## config.mk

```make
export PLATFORM = sky130hd
export DESIGN_NAME = fetch_ctrl_flat
export DESIGN_NICKNAME = d
export VERILOG_FILES = /design/src/rtl/fetch_ctrl_pkg.sv /design/src/rtl/fetch_ctrl_if.sv /design/src/rtl/fetch_ctrl_sat_counter.sv /design/src/rtl/fetch_ctrl.sv /design/src/flat_wrapper.sv
export SDC_FILE = /design/constraint.sdc
export NUM_CORES = 1
export LEC_CHECK = 0
export ABC_AREA = 1
export BUFFER_PORTS_ARGS = -buffer_cell sky130_fd_sc_hd__buf_2
export CAP_MARGIN = 0
export CORE_UTILIZATION = 52
export DETAILED_ROUTE_END_ITERATION = 8
export GPL_ROUTABILITY_DRIVEN = 0
export PLACE_DENSITY = 0.88
export SETUP_SLACK_MARGIN = 0.02
export SLEW_MARGIN = 5
export SYNTH_ARGS = -nofsm -noshare
export SYNTH_HDL_FRONTEND = slang
export SYNTH_SLANG_ARGS = --single-unit
```

## constraint.sdc

```tcl
create_clock -name clk -period 2.2 [get_ports clk]
set_input_delay 0.33 -clock clk [delete_from_list [all_inputs] [get_ports clk]]
set_output_delay 0.33 -clock clk [all_outputs]
set_load 0.02 [all_outputs]
```

## src/rtl/fetch_ctrl_pkg.sv

```systemverilog
// fetch_ctrl_pkg
// Shared types and constants for the RV32 front-end fetch controller.
//   ctrl_state_t  : controller state encoding (RUN, STALL, FLUSH, HALTED)
//   FLUSH_CNT_W   : width of the post-redirect squash counter
//   STALL_CNT_MAX : saturation value of the stall-cycle counter
//   DEFAULT_XLEN  : address width taken from `XLEN (falls back to 32)

`ifndef XLEN
`define XLEN 32
`endif

package fetch_ctrl_pkg;

    localparam int          DEFAULT_XLEN  = `XLEN;
    localparam int          FLUSH_CNT_W   = 3;
    localparam logic [31:0] STALL_CNT_MAX = 32'hFFFF_FFFF;

    typedef enum logic [1:0] {
        RUN    = 2'd0,
        STALL  = 2'd1,
        FLUSH  = 2'd2,
        HALTED = 2'd3
    } ctrl_state_t;

endpackage

```

## src/rtl/fetch_ctrl_if.sv

```systemverilog
// fetch_ctrl_if
// Bundle of request and control signals between decode/execute, the fetch
// controller and the fetch stage.
//   Requests  : stall_req, br_req, br_target, halt_req, resume, perf_clr
//               (+ trap_req, trap_pc when FETCH_CTRL_TRAP_EN is defined)
//   Results   : halt, branch_en, branch_addr, flush_if, flush_id,
//               ctrl_state, stall_cycles (+ epc when FETCH_CTRL_TRAP_EN)
//   master    : the fetch controller side
//   slave     : the pipeline side that raises requests and consumes results
// Optional feature macro: FETCH_CTRL_TRAP_EN

interface fetch_ctrl_if
    import fetch_ctrl_pkg::*;
#(
    parameter int XLEN = DEFAULT_XLEN
);

    logic            stall_req;
    logic            br_req;
    logic [XLEN-1:0] br_target;
    logic            halt_req;
    logic            resume;
    logic            perf_clr;
`ifdef FETCH_CTRL_TRAP_EN
    logic            trap_req;
    logic [XLEN-1:0] trap_pc;
    logic [XLEN-1:0] epc;
`endif
    logic            halt;
    logic            branch_en;
    logic [XLEN-1:0] branch_addr;
    logic            flush_if;
    logic            flush_id;
    ctrl_state_t     ctrl_state;
    logic [31:0]     stall_cycles;

    modport master (
        input  stall_req, br_req, br_target, halt_req, resume, perf_clr,
`ifdef FETCH_CTRL_TRAP_EN
        input  trap_req, trap_pc,
        output epc,
`endif
        output halt, branch_en, branch_addr, flush_if, flush_id,
        output ctrl_state, stall_cycles
    );

    modport slave (
        output stall_req, br_req, br_target, halt_req, resume, perf_clr,
`ifdef FETCH_CTRL_TRAP_EN
        output trap_req, trap_pc,
        input  epc,
`endif
        input  halt, branch_en, branch_addr, flush_if, flush_id,
        input  ctrl_state, stall_cycles
    );

endinterface

```

## src/rtl/fetch_ctrl_sat_counter.sv

```systemverilog
// sat_counter
// Generic up-counter with synchronous clear and saturation at MAX_VAL.
//   clk, rst : clock and asynchronous active-low reset
//   clr_i    : clear to zero (wins over increment)
//   inc_i    : increment by one unless already at MAX_VAL
//   count_o  : current count

module sat_counter #(
    parameter int               WIDTH   = 32,
    parameter logic [WIDTH-1:0] MAX_VAL = '1
) (
    input  logic             clk,
    input  logic             rst,
    input  logic             clr_i,
    input  logic             inc_i,
    output logic [WIDTH-1:0] count_o
);

    logic [WIDTH-1:0] count_q;
    logic [WIDTH-1:0] count_d;

    always_comb begin
        count_d = count_q;
        if (clr_i) begin
            count_d = '0;
        end else if (inc_i && (count_q != MAX_VAL)) begin
            count_d = count_q + WIDTH'(1);
        end
    end

    always_ff @(posedge clk or negedge rst) begin
        if (!rst) begin
            count_q <= '0;
        end else begin
            count_q <= count_d;
        end
    end

    assign count_o = count_q;

endmodule

```

## src/rtl/fetch_ctrl.sv

```systemverilog
// fetch_ctrl
// Front-end pipeline controller: arbitrates trap/branch/halt/stall requests,
// drives the fetch stage's halt/branch_en/branch_addr, squashes wrong-path
// instructions in IF/ID and ID/EX, and counts stall cycles.
//   clk, rst : clock and asynchronous active-low reset
//   bus      : fetch_ctrl_if master modport (requests in, registered results out)
// Parameters: XLEN, FLUSH_CYCLES (1..7), TRAP_VEC (only with the macro)
// Optional feature macro: FETCH_CTRL_TRAP_EN adds trap redirect and epc.

module fetch_ctrl
    import fetch_ctrl_pkg::*;
#(
    parameter int XLEN         = DEFAULT_XLEN,
    parameter int FLUSH_CYCLES = 2
`ifdef FETCH_CTRL_TRAP_EN
    ,
    parameter logic [XLEN-1:0] TRAP_VEC = XLEN'(32'h0000_0100)
`endif
) (
    input logic          clk,
    input logic          rst,
    fetch_ctrl_if.master bus
);

    ctrl_state_t            state_q,      state_d;
    logic [FLUSH_CNT_W-1:0] flushCnt_q,   flushCnt_d;
    logic                   halt_q,       halt_d;
    logic                   branchEn_q,   branchEn_d;
    logic [XLEN-1:0]        branchAddr_q, branchAddr_d;
    logic                   flushIf_q,    flushIf_d;
    logic                   flushId_q,    flushId_d;
`ifdef FETCH_CTRL_TRAP_EN
    logic [XLEN-1:0]        epc_q,        epc_d;
`endif
    logic                   redirect;
    logic [XLEN-1:0]        redirTarget;

    // Redirects are resolved first so they override halt/stall; the trap
    // check is placed in front of the branch check so a trap always wins.
    always_comb begin
        state_d      = state_q;
        flushCnt_d   = flushCnt_q;
        halt_d       = halt_q;
        branchEn_d   = 1'b0;
        branchAddr_d = branchAddr_q;
        flushIf_d    = 1'b0;
        flushId_d    = 1'b0;
        redirect     = 1'b0;
        redirTarget  = bus.br_target;
`ifdef FETCH_CTRL_TRAP_EN
        epc_d        = epc_q;

        if (bus.trap_req && (state_q != HALTED)) begin
            redirect    = 1'b1;
            redirTarget = TRAP_VEC;
            epc_d       = bus.trap_pc;
        end else
`endif
        if (bus.br_req && ((state_q == RUN) || (state_q == STALL))) begin
            redirect    = 1'b1;
            redirTarget = bus.br_target;
        end

        if (redirect) begin
            state_d      = FLUSH;
            flushCnt_d   = FLUSH_CNT_W'(FLUSH_CYCLES - 1);
            halt_d       = 1'b0;
            branchEn_d   = 1'b1;
            branchAddr_d = redirTarget & ~XLEN'(3);
            flushIf_d    = 1'b1;
            flushId_d    = 1'b1;
        end else begin
            unique case (state_q)
                RUN, STALL: begin
                    if (bus.halt_req) begin
                        state_d = HALTED;
                        halt_d  = 1'b1;
                    end else if (bus.stall_req) begin
                        state_d = STALL;
                        halt_d  = 1'b1;
                    end else begin
                        state_d = RUN;
                        halt_d  = 1'b0;
                    end
                end
                // Squash stays asserted for FLUSH_CYCLES cycles in total:
                // the redirect edge plus one per non-zero counter value.
                FLUSH: begin
                    halt_d = 1'b0;
                    if (flushCnt_q != '0) begin
                        flushCnt_d = flushCnt_q - FLUSH_CNT_W'(1);
                        flushIf_d  = 1'b1;
                        flushId_d  = 1'b1;
                    end else begin
                        state_d = RUN;
                    end
                end
                HALTED: begin
                    if (bus.resume) begin
                        state_d = RUN;
                        halt_d  = 1'b0;
                    end else begin
                        halt_d  = 1'b1;
                    end
                end
                default: begin
                    state_d = RUN;
                    halt_d  = 1'b0;
                end
            endcase
        end
    end

    always_ff @(posedge clk or negedge rst) begin
        if (!rst) begin
            state_q      <= RUN;
            flushCnt_q   <= '0;
            halt_q       <= 1'b0;
            branchEn_q   <= 1'b0;
            branchAddr_q <= '0;
            flushIf_q    <= 1'b0;
            flushId_q    <= 1'b0;
`ifdef FETCH_CTRL_TRAP_EN
            epc_q        <= '0;
`endif
        end else begin
            state_q      <= state_d;
            flushCnt_q   <= flushCnt_d;
            halt_q       <= halt_d;
            branchEn_q   <= branchEn_d;
            branchAddr_q <= branchAddr_d;
            flushIf_q    <= flushIf_d;
            flushId_q    <= flushId_d;
`ifdef FETCH_CTRL_TRAP_EN
            epc_q        <= epc_d;
`endif
        end
    end

    // Only cycles where fetch is actually held while stalled are counted.
    sat_counter #(
        .WIDTH   (32),
        .MAX_VAL (STALL_CNT_MAX)
    ) u_stallCnt (
        .clk     (clk),
        .rst     (rst),
        .clr_i   (bus.perf_clr),
        .inc_i   ((state_q == STALL) && halt_q),
        .count_o (bus.stall_cycles)
    );

    assign bus.halt        = halt_q;
    assign bus.branch_en   = branchEn_q;
    assign bus.branch_addr = branchAddr_q;
    assign bus.flush_if    = flushIf_q;
    assign bus.flush_id    = flushId_q;
    assign bus.ctrl_state  = state_q;
`ifdef FETCH_CTRL_TRAP_EN
    assign bus.epc         = epc_q;
`endif

endmodule

```

## src/flat_wrapper.sv

```systemverilog
// flat-port wrapper written by rule: the top's interface ports become plain ports
module fetch_ctrl_flat import fetch_ctrl_pkg::*;
#(
    parameter int XLEN         = DEFAULT_XLEN,
    parameter int FLUSH_CYCLES = 2

)
  (clk, rst, bus_stall_req, bus_br_req, bus_br_target, bus_halt_req, bus_resume, bus_perf_clr, bus_halt, bus_branch_en, bus_branch_addr, bus_flush_if, bus_flush_id, bus_ctrl_state, bus_stall_cycles);
  fetch_ctrl_if #(.XLEN(XLEN)) bus_i ();
  input logic clk;
  input logic rst;
  input wire logic [$bits(bus_i.stall_req)-1:0] bus_stall_req;
  input wire logic [$bits(bus_i.br_req)-1:0] bus_br_req;
  input wire logic [$bits(bus_i.br_target)-1:0] bus_br_target;
  input wire logic [$bits(bus_i.halt_req)-1:0] bus_halt_req;
  input wire logic [$bits(bus_i.resume)-1:0] bus_resume;
  input wire logic [$bits(bus_i.perf_clr)-1:0] bus_perf_clr;
  output wire logic [$bits(bus_i.halt)-1:0] bus_halt;
  output wire logic [$bits(bus_i.branch_en)-1:0] bus_branch_en;
  output wire logic [$bits(bus_i.branch_addr)-1:0] bus_branch_addr;
  output wire logic [$bits(bus_i.flush_if)-1:0] bus_flush_if;
  output wire logic [$bits(bus_i.flush_id)-1:0] bus_flush_id;
  output wire logic [$bits(bus_i.ctrl_state)-1:0] bus_ctrl_state;
  output wire logic [$bits(bus_i.stall_cycles)-1:0] bus_stall_cycles;
  assign bus_i.stall_req = bus_stall_req;
  assign bus_i.br_req = bus_br_req;
  assign bus_i.br_target = bus_br_target;
  assign bus_i.halt_req = bus_halt_req;
  assign bus_i.resume = bus_resume;
  assign bus_i.perf_clr = bus_perf_clr;
  assign bus_halt = bus_i.halt;
  assign bus_branch_en = bus_i.branch_en;
  assign bus_branch_addr = bus_i.branch_addr;
  assign bus_flush_if = bus_i.flush_if;
  assign bus_flush_id = bus_i.flush_id;
  assign bus_ctrl_state = bus_i.ctrl_state;
  assign bus_stall_cycles = bus_i.stall_cycles;
  fetch_ctrl #(.XLEN(XLEN), .FLUSH_CYCLES(FLUSH_CYCLES)) u_core (.clk(clk), .rst(rst), .bus(bus_i));
endmodule
```

# ---- Yosys cells after proc, flatten, opt, wreduce, memory -nomap -nowiden
# Cells that the tools add are included.
dict set report word_totals {
  reg_bits 70
  inputBits 39
  output_inout_bits 70
}
dict set report classes {
  n_mux 21
  reduce_logical 12
  eq_ne 6
  addsub 2
}
# operator count
set ops {}
lappend ops {{32-bit 2-to-1 mux} 2}
lappend ops {{32-bit by 1-bit adder with 32-bit output, second input constant} 1}
lappend ops {{32-bit != test, second input constant} 1}
lappend ops {{1-bit 2-to-1 mux} 10}
lappend ops {{3-bit 2-to-1 mux} 3}
lappend ops {{2-bit 2-to-1 mux} 4}
lappend ops {{3-bit by 2-bit != test with 1-bit output, second input constant} 2}
lappend ops {{2-bit one-hot mux with 3 select lines} 1}
lappend ops {{2-bit nonzero test} 3}
lappend ops {{2-bit equality test, second input constant} 2}
lappend ops {{2-bit AND reduction} 2}
lappend ops {{1-bit logical AND} 3}
lappend ops {{1-bit one-hot mux with 3 select lines} 1}
lappend ops {{3-bit nonzero test} 1}
lappend ops {{3-bit by 1-bit subtractor with 3-bit output, second input constant} 1}
lappend ops {{2-bit by 1-bit equality test with 1-bit output, second input constant} 1}
lappend ops {{2-bit zero test} 1}
lappend ops {{2-bit OR reduction} 1}
lappend ops {{1-bit logical OR} 1}

# ---- Longest topological paths before layout
# Gate-level depths: netlist of run 1.
dict set report logic_depth {
  depth_word 6
  ltp_mapped 12
  mapped_depth_nobuf 11
}

# ---- By module
# A second synthesis of run 1 with hierarchy kept.
dict set report hier_totals {
  cells_unflattened 523
  hier_area_um2 3843.7
}
# module area_each_um2 n_inst cells_per_inst
set modules_own_cells {}
lappend modules_own_cells {sat_counter 2243.4 1 345}
lappend modules_own_cells {fetch_ctrl 1600.3 1 178}

# ---- Least setup slack after synthesis of run 1
# No wires, ideal clock.
dict set report synth_path {
  kind {register -> register}
  from {register u_core.u_stallCnt.count_q[1], in the netlist u_core.u_stallCnt.count_o[1]}
  to {register u_core.u_stallCnt.count_q[9], in the netlist u_core.u_stallCnt.count_o[9]}
  required_time_ns 2.082
  arrival_ns 1.698
  period_less_slack_ns 1.816
  stages_incl_launch_ff 13
  path_buffers 2
  setup_slack_ns 0.384
  cell_sequence {dfrtp_1 > ha_1 > nand2_1 > nor2_4 > nand2_4 > nor2_8 > nand2_2 > nand2_4 > nand2_4 > buf_6 > buf_6 > nand2_1 > nand2_1}
}
dict set report synth_via {
  elab_chain_cells 3
  elab_cells_between_ends 6
}
# element line
set synth_lines {}
lappend synth_lines {{start, declared} fetch_ctrl_sat_counter.sv:19} ;# logic [WIDTH-1:0] count_q;
lappend synth_lines {{start signal, assigned} fetch_ctrl_sat_counter.sv:35} ;# count_q <= count_d;
lappend synth_lines {{32-bit by 1-bit adder with 32-bit output or 32-bit != test (tied branches)} {fetch_ctrl_sat_counter.sv:27, fetch_ctrl_sat_counter.sv:26}}
lappend synth_lines {{32-bit 2-to-1 mux or 1-bit logical AND (tied branches)} fetch_ctrl_sat_counter.sv:26} ;# end else if (inc_i && (count_q != MAX_VAL)) begin
lappend synth_lines {{32-bit 2-to-1 mux or 2-bit nonzero test (tied branches)} --}
# Several ways; a longest one is shown, not always the timed one. The select of a mux whose other input is x is not followed.
# A chain may end at the register's enable or synchronous reset.

# ---- Worst setup path in the final report of run 1
dict set report layout_path {
  from {register u_core.u_stallCnt.count_q[1], in the netlist u_core.u_stallCnt.count_o[1]}
  to {register u_core.u_stallCnt.count_q[1], in the netlist u_core.u_stallCnt.count_o[1]}
}
# The elaborated chain is that of the path after synthesis.

==> results of run 1 <==
-- flip-flops by register name, indices dropped and copies added, names as in the netlist --
name	count
u_core.u_stallCnt.count_o	32
u_core.bus.branch_addr	30
u_core.flushCnt_q	3
u_core.bus.ctrl_state	2
u_core.bus.branch_en	1
u_core.bus.flush_if	1
u_core.bus.halt	1
-- worst min path at each step --
| stage | from | slack, ps | endpoint | cells past startpoint |
|---|---|---|---|---|
| 2_1_floorplan | rst | 30 | u_core.bus.branch_addr[10]$_DFFE_PN0P_ | 0 |
| 6_report | bus_br_target[18] | 170 | u_core.bus.branch_addr[18]$_DFFE_PN0P_ | 3 |
| 4_1_cts | bus_br_target[26] | 160 | u_core.bus.branch_addr[26]$_DFFE_PN0P_ | 3 |
| 5_1_grt | bus_br_target[15] | 160 | u_core.bus.branch_addr[15]$_DFFE_PN0P_ | 3 |
| 3_3_place_gp | rst | 360 | u_core.u_stallCnt.count_o[5]$_DFFE_PN0P_ | 1 |
| 3_5_place_dp | rst | 360 | u_core.u_stallCnt.count_o[6]$_DFFE_PN0P_ | 1 |
-- per-stage QoR --
step / instances / power (uW) / setup slack (ps)
2_1_floorplan: 517 / 2747 / 383.9
3_3_place_gp: 708 / 3191 / -1.197
3_5_place_dp: 708 / 3253 / -136.9
4_1_cts: 725 / 4242 / 254.2
5_1_grt: 725 / 4488 / 89.32
6_report: 725 / 4209 / 246.1
-- kinds of logic (layout without fill, tap and decap cells) --
group,count (synthesis),after routing,synth area share (%)
XOR/XNOR,9,9,2.107
other,1,2,0.1002
AO/OA/AOI/OAI,18,18,2.508
adder cells (fa/ha/maj),3,3,1.003
buffers and inverters,52,164,6.387
flip-flops,70,70,46.82
AND/OR/NAND/NOR,363,363,41.07
-- repair_timing --
| item | CTS | global route |
|---|---|---|
| hold buffers | 1 | 0 |
| gates resized for setup | 1 | 0 |
| setup endpoints to repair | 15 | 0 |
| hold endpoints to repair | 24 | 0 |
-- cell type report --
cell class                 count  area share, %
multi-input combinational    395          38.74
sequential                    70          38.60
timing repair buffer         113          13.01
clock buffer                  11          3.336
inverter                      35          2.923
tap                           96          2.647
clock inverter                 5         0.7444
-- worst min-delay path, stage by stage --
cell	delay [ps]
buf_2	80
nand2_1	40
nand2_1	50
-- placed cells by master, fill, tap and decap left out, types with 2 or more instances in the layout --
| master | synthesis | layout |
|---|---|---|
| nor2_1 | 60 | 60 |
| nand3_1 | 28 | 28 |
| o21ai_0 | 11 | 11 |
| xnor2_1 | 4 | 4 |
| clkinv_2 | 1 | 3 |
| conb_1 | 1 | 2 |
| a21oi_1 | 4 | 3 |
| buf_2 | 1 | 104 |
| nand2_1 | 242 | 242 |
| nand4_1 | 12 | 12 |
| nand2_4 | 3 | 3 |
| nand3_2 | 3 | 3 |
| xor2_1 | 5 | 5 |
| nand2_2 | 4 | 4 |
| buf_4 | 3 | 8 |
| inv_1 | 33 | 33 |
| nor2_4 | 3 | 3 |
| clkbuf_8 | 0 | 11 |
| nor2_2 | 4 | 4 |
| dfrtp_1 | 70 | 70 |
| ha_1 | 3 | 3 |
| clkinvlp_4 | 0 | 2 |
-- layer usage --
| metal | vias to the layer above | routed length, um | track usage [%] | part of all wire, % |
|---|---|---|---|---|
| met5 | - | 0 | 0 | 0 |
| met4 | 0 | 239 | 13.48 | 2.6 |
| met3 | 28 | 760 | 7.905 | 8.2 |
| met2 | 172 | 4460 | 44.17 | 48 |
| met1 | 1676 | 3835 | 31.75 | 41 |
| li1 | 1806 | - | - | - |
-- power by group through the flow --
stage / Combinational, uW / Sequential (uW) / Clock, uW
floorplan: 561 / 2190 / 0
global placement: 1390 / 1800 / 0
detailed placement: 1450 / 1800 / 0
CTS: 1450 / 1800 / 1000
global route: 1590 / 1840 / 1060
finish: 1430 / 1800 / 980
==> metrics.cfg, run 1 <==
[status]
status = finished, final reports clean

[final_layout]
register_area_mm2 = 0.001752
num_antenna_cells = 0
final_area_mm2 = 0.004538
drive_above_1_share_pct = 23.69
synthToLayoutAreaGrowth_pct = 21.30
multi_input_area_mm2 = 0.001758
layout.nets = 666
n_fill_cell = 578
final_util_pct = 66.07

[power]
p_sw_uw = 1670
p_seq_share_pct = 42.7
power.share.clock_pct = 23.3
intPower_uw = 2539
p_comb_share_pct = 34.0
swShare_pct = 39.68
vdd_drop_max_v = 0.0007515
leakage_uw = 0.002454
p_per_area_mw_per_mm2 = 927.4

[drt]
vias_per_cell = 5.079
drt_iter0_markers = 204
routed_wl_um = 9296
vias = 3682
ant_nets = 0
wl_per_cell_um = 12.82
first_pass_iters = 5
drc = 0

[setup_path]
worst-endpoint-arrival_ps = 2240
path_cells = ha_1 -> nand2_1 -> nor2_4 -> nand2_4 -> nor2_8 -> nand2_2 -> nand2_4 -> nand2_4 -> clkinv_2 -> nand2_1 -> nand2_1
cp_top_family = simple AND/OR/NAND/NOR gates
reg2reg_from = u_core.u_stallCnt.count_o[1]$_DFFE_PN0P_
endpoint = u_core.u_stallCnt.count_o[1]$_DFFE_PN0P_
startpoint_type = flip-flop
worst-r2r-cell-count = 11
timing.critical_path.buf_inv = 1
crit_start = u_core.u_stallCnt.count_o[1]$_DFFE_PN0P_
critPathKind = reg -> reg
rr_endpoint = u_core.u_stallCnt.count_o[1]$_DFFE_PN0P_
ff2ff_setup_slack_ps = 250
worstPathRequired_ps = 2490
cpMaxStageDelayCell = dfrtp_1
crit_cells = 11
slowest_delay_ps = 400
cp_max_fo = 27
end_kind = flip-flop

[logic_synthesis]
synth_top_flop_cell = dfrtp_1
synth.distinct_cells = 31
synth_seq_area_share_pct = 46.82
synth_edf_count = 0
syn_avg_cell_area_um2 = 7.250
synthTopCellsByCount = 242 x nand2_1, 70 x dfrtp_1, 60 x nor2_1
synth_area_leaders = dfrtp_1 47%, nand2_1 24%, nor2_1 6.0%
syn_area_mm2 = 0.003741
yosys_warnings = 0
yosysTopAreaCellShare_pct = 46.82
ys_seq_elements = 70
syn_inst = 516
yosysMostFrequentCell = nand2_1
async_flop_share_pct = 100.0
synth_top_area_cell = dfrtp_1

[sta]
finClkSkew_ps = 10.65
rsz0062_at_grt = false
tightestPinTransition_ps = 690.2
slew_headroom_pct = 53.99
finalHoldViolations = 0
setup_violations = 0
fmax_mhz = 511.8
tns_ps = 0
post-route-period-util_pct = 88.81
hold_ws_ps = 171.8
slew_viol_final = 0
fin_crit_ps = 1954

[die]
dieArea_mm2 = 0.007538
core-area_mm2 = 0.006869
die_x_um = 86.82
die_h_um = 86.82
rows = 30
ios = 109
initial_core_util_pct = 54.46

[global_routing]
antenna_found_initial = 0
grt_usage_pct = 26.76
grt_pass1_vias = 3504
grt_overflow = 0
grt_max_degree = 34
grt_pass1_wl_um = 15440

[cts]
cts_tree = yes
cts.clk_slew.worst_paths_ps = 80
clk_latency_ps = 350
cts.sinks = 70
clockRootBuffer = clkbuf_8
post_cts_buffers = 0
cts_buffers = 9
cts_buffer_depth = 2
cts-htree-levels = 3

[placed_design]
hpwl_um = 6733
placed_area_mm2 = 0.004339
io_buffers = 104

[job]
drv_cap = 0

[worst_hold_path]
hp-class = in -> reg

Note: power is estimated with default switching activity, not from simulation.
==> run 2, diff against run 1 <==
CELL_PAD_IN_SITES_DETAIL_PLACEMENT = 0   (was not set)
CELL_PAD_IN_SITES_GLOBAL_PLACEMENT = 1   (was not set)
CORE_UTILIZATION = 37   (was 52)
PLACE_DENSITY = 0.89   (was 0.88)
==> run 2 against run 1 <==
  * The run now ends with hold timing left
  * Critical path depth up 1
  * Hold slack worse by 190 ps
  * Clock skew down 3.3 ps
  * Sequential cell count unchanged
  * Cell area up 3.0%
  * Sequential power about the same
  * Critical path type unchanged
  * First-iteration DRC count down 43%
  * Clock power up 6%
  * Utilization down 18 points
  * Setup slack worse by 2.8 ps
  * Die area up 40%
==> metrics.cfg, run 2 (synthesis gave the netlist of run 1 again) <==
[final_layout]
layout_commonest_cell = nand2_1
layout.nets = 676  ; +1.5%
num_antenna_cells = 0  ; unchanged
final_util_pct = 47.81  ; -18 points
layout_common_cells = 242 x nand2_1, 104 x buf_2, 70 x dfrtp_1
finalNonFillerCells = 771  ; +6.3%
drive_above_1_share_pct = 24.76  ; +1.1 points
n_fill_cell = 985  ; +70%
largest_reg_flops = 32  ; unchanged
final_area_mm2 = 0.004673  ; +3.0%
synthToLayoutAreaGrowth_pct = 24.92

[power]
leakage_uw = 0.002518  ; +2.6%
vdd_drop_max_v = 0.0006092  ; -19%
p_per_area_mw_per_mm2 = 912.5  ; -1.6%

[global_routing]
grt_pass1_wl_um = 15990  ; +3.6%
grt_pass1_vias = 3409  ; -2.7%
grt_overflow = 0  ; unchanged
grt_usage_pct = 19.90  ; -6.9 points
antenna_found_initial = 0  ; unchanged
grt_max_degree = 71  ; +110%

[drt]
wl_met1_um = 4174  ; +8.8%
ant_nets = 0  ; unchanged
drc = 0  ; unchanged
wl_per_cell_um = 12.29  ; -4.2%
top_layer = met4
vias_per_cell = 4.659  ; -8.3%
routed_wl_um = 9472  ; +1.9%
vias = 3592  ; -2.4%
wl_met2_um = 4368  ; -2.1%
met3_length_um = 715  ; -5.9%
drt_iter0_markers = 116  ; -43%
first_pass_iters = 4  ; -1

[die]
initial_core_util_pct = 38.27  ; -16 points
die_x_um = 102.6  ; +18%
ios = 109  ; unchanged
rows = 36  ; +20%
dieArea_mm2 = 0.01052  ; +40%
core-area_mm2 = 0.009774  ; +42%
die_h_um = 102.6  ; +18%

[sta]
tightestPinTransition_ps = 680.2  ; -9.982 ps
rsz0062_at_grt = false
setup_violations = 0  ; unchanged
fmax_mhz = 511.1  ; -0.14%
finalHoldViolations = 15  ; +15
fin_crit_ps = 1957  ; +2.773 ps
slew_headroom_pct = 54.65  ; +0.67 points
finClkSkew_ps = 7.386  ; -3.260 ps
slew_viol_final = 0  ; unchanged
post-route-period-util_pct = 88.94  ; +0.13 points
hold_ws_ps = -17.53  ; -189.4 ps

[status]
status = finished, violations left
violations = hold timing

[setup_path]
crit_start = u_core.u_stallCnt.count_o[1]$_DFFE_PN0P_
critPathKind = reg -> reg
reg2reg_from = u_core.u_stallCnt.count_o[1]$_DFFE_PN0P_
worst-endpoint-arrival_ps = 2200  ; -40 ps
startpoint_type = flip-flop
cp_max_fo = 27  ; unchanged
end_kind = flip-flop
ff2ff_setup_slack_ps = 240  ; about the same
worstPathRequired_ps = 2440  ; -50 ps

[cts]
hold_buffers = 0  ; -1
post_cts_buffers = 0  ; unchanged
cts_tree = yes
cts-htree-levels = 3  ; unchanged
cts.sinks = 70  ; unchanged
cts_buffers = 9  ; unchanged
clockRootBuffer = clkbuf_8
cts.clk_slew.worst_paths_ps = 80  ; about the same
cts-resized-gates = 1  ; unchanged
clk_latency_ps = 350  ; about the same
cts_buffer_depth = 2  ; unchanged

[placed_design]
hpwl_um = 6880  ; +2.2%
io_buffers = 104  ; unchanged
dp.cells = 756  ; +6.8%
placed_area_mm2 = 0.004481  ; +3.3%

[worst_hold_path]
hp-class = in -> async

[job]
drv_cap = 0  ; unchanged

run 2: changes by cell type in the layout (fill, tap and decap cells not counted):
| cell | previous run | this run |
|---|---|---|
| buf_4 | 8 | 18 |
| buf_12 | 0 | 1 |
| bufinv_16 | 0 | 1 |
| clkbuf_1 | 0 | 1 |
| clkbuf_8 | 11 | 10 |
| clkinv_4 | 1 | 0 |
| clkinvlp_4 | 2 | 1 |
| dlygate4sd3_1 | 1 | 0 |
run 2: final timing paths:
| check | to | cells after the start |
|---|---|---|
| hold reg to reg | u_core.bus.branch_addr[16]$_DFFE_PN0P_ | 2 |
| setup reg to reg | u_core.u_stallCnt.count_o[21]$_DFFE_PN0P_ | 12 |
| setup / recovery | u_core.u_stallCnt.count_o[21]$_DFFE_PN0P_ | 12 |
| min in group clk | u_core.bus.branch_addr[15]$_DFFE_PN0P_ | 3 |
| max in group asynchronous | u_core.bus.ctrl_state[0]$_DFFE_PN0P_ | 2 |
| hold / removal | u_core.u_stallCnt.count_o[17]$_DFFE_PN0P_ | 2 |
run 2: layout make-up:
type,count,area (um2),area share (%)
Multi-Input combinational cell,395,1758,37.62
Sequential cell,70,1752,37.48
Timing Repair Buffer,123,675.6,14.46
Tap cell,133,166.4,3.561
Clock buffer,11,141.4,3.025
Inverter,35,132.6,2.838
Clock inverter,4,47.55,1.017
run 2: critical path, cell delays in order (launching register included):
cell and delay (ps):
dfrtp_1 400, ha_1 200, nand2_1 120, nor2_4 60, nand2_4 100, nor2_8 50, buf_4 140, nand2_2 80
nand2_4 70, nand2_4 70, clkinv_2 320, nand2_1 160, nand2_1 70
run 2: power by group:
part           switching [uW]  internal [uW]
sequential                179           1620
clock                     493            545
combinational             974            455
run 2: stage by stage:
step / hold slack [ps] / worst slack (ps) / TNS [ps] / total power, uW
3_5_place_dp: 385.6 / 1.643 / 0 / 3259
3_3_place_gp: 385.9 / -8.020 / -20.80 / 3224
5_1_grt: 17.90 / 59.17 / 0 / 4554
6_report: -17.53 / 243.4 / 0 / 4264
2_1_floorplan: 34.41 / 383.9 / 0 / 2747
4_1_cts: 8.093 / 225.8 / 0 / 4318
run 2: metal layers:
metal | up-vias | global-route usage (%)
li1 | 1821 | -
met4 | 0 | 9.780
met2 | 125 | 32.36
met1 | 1630 | 24.76
met5 | - | 0
met3 | 16 | 4.814
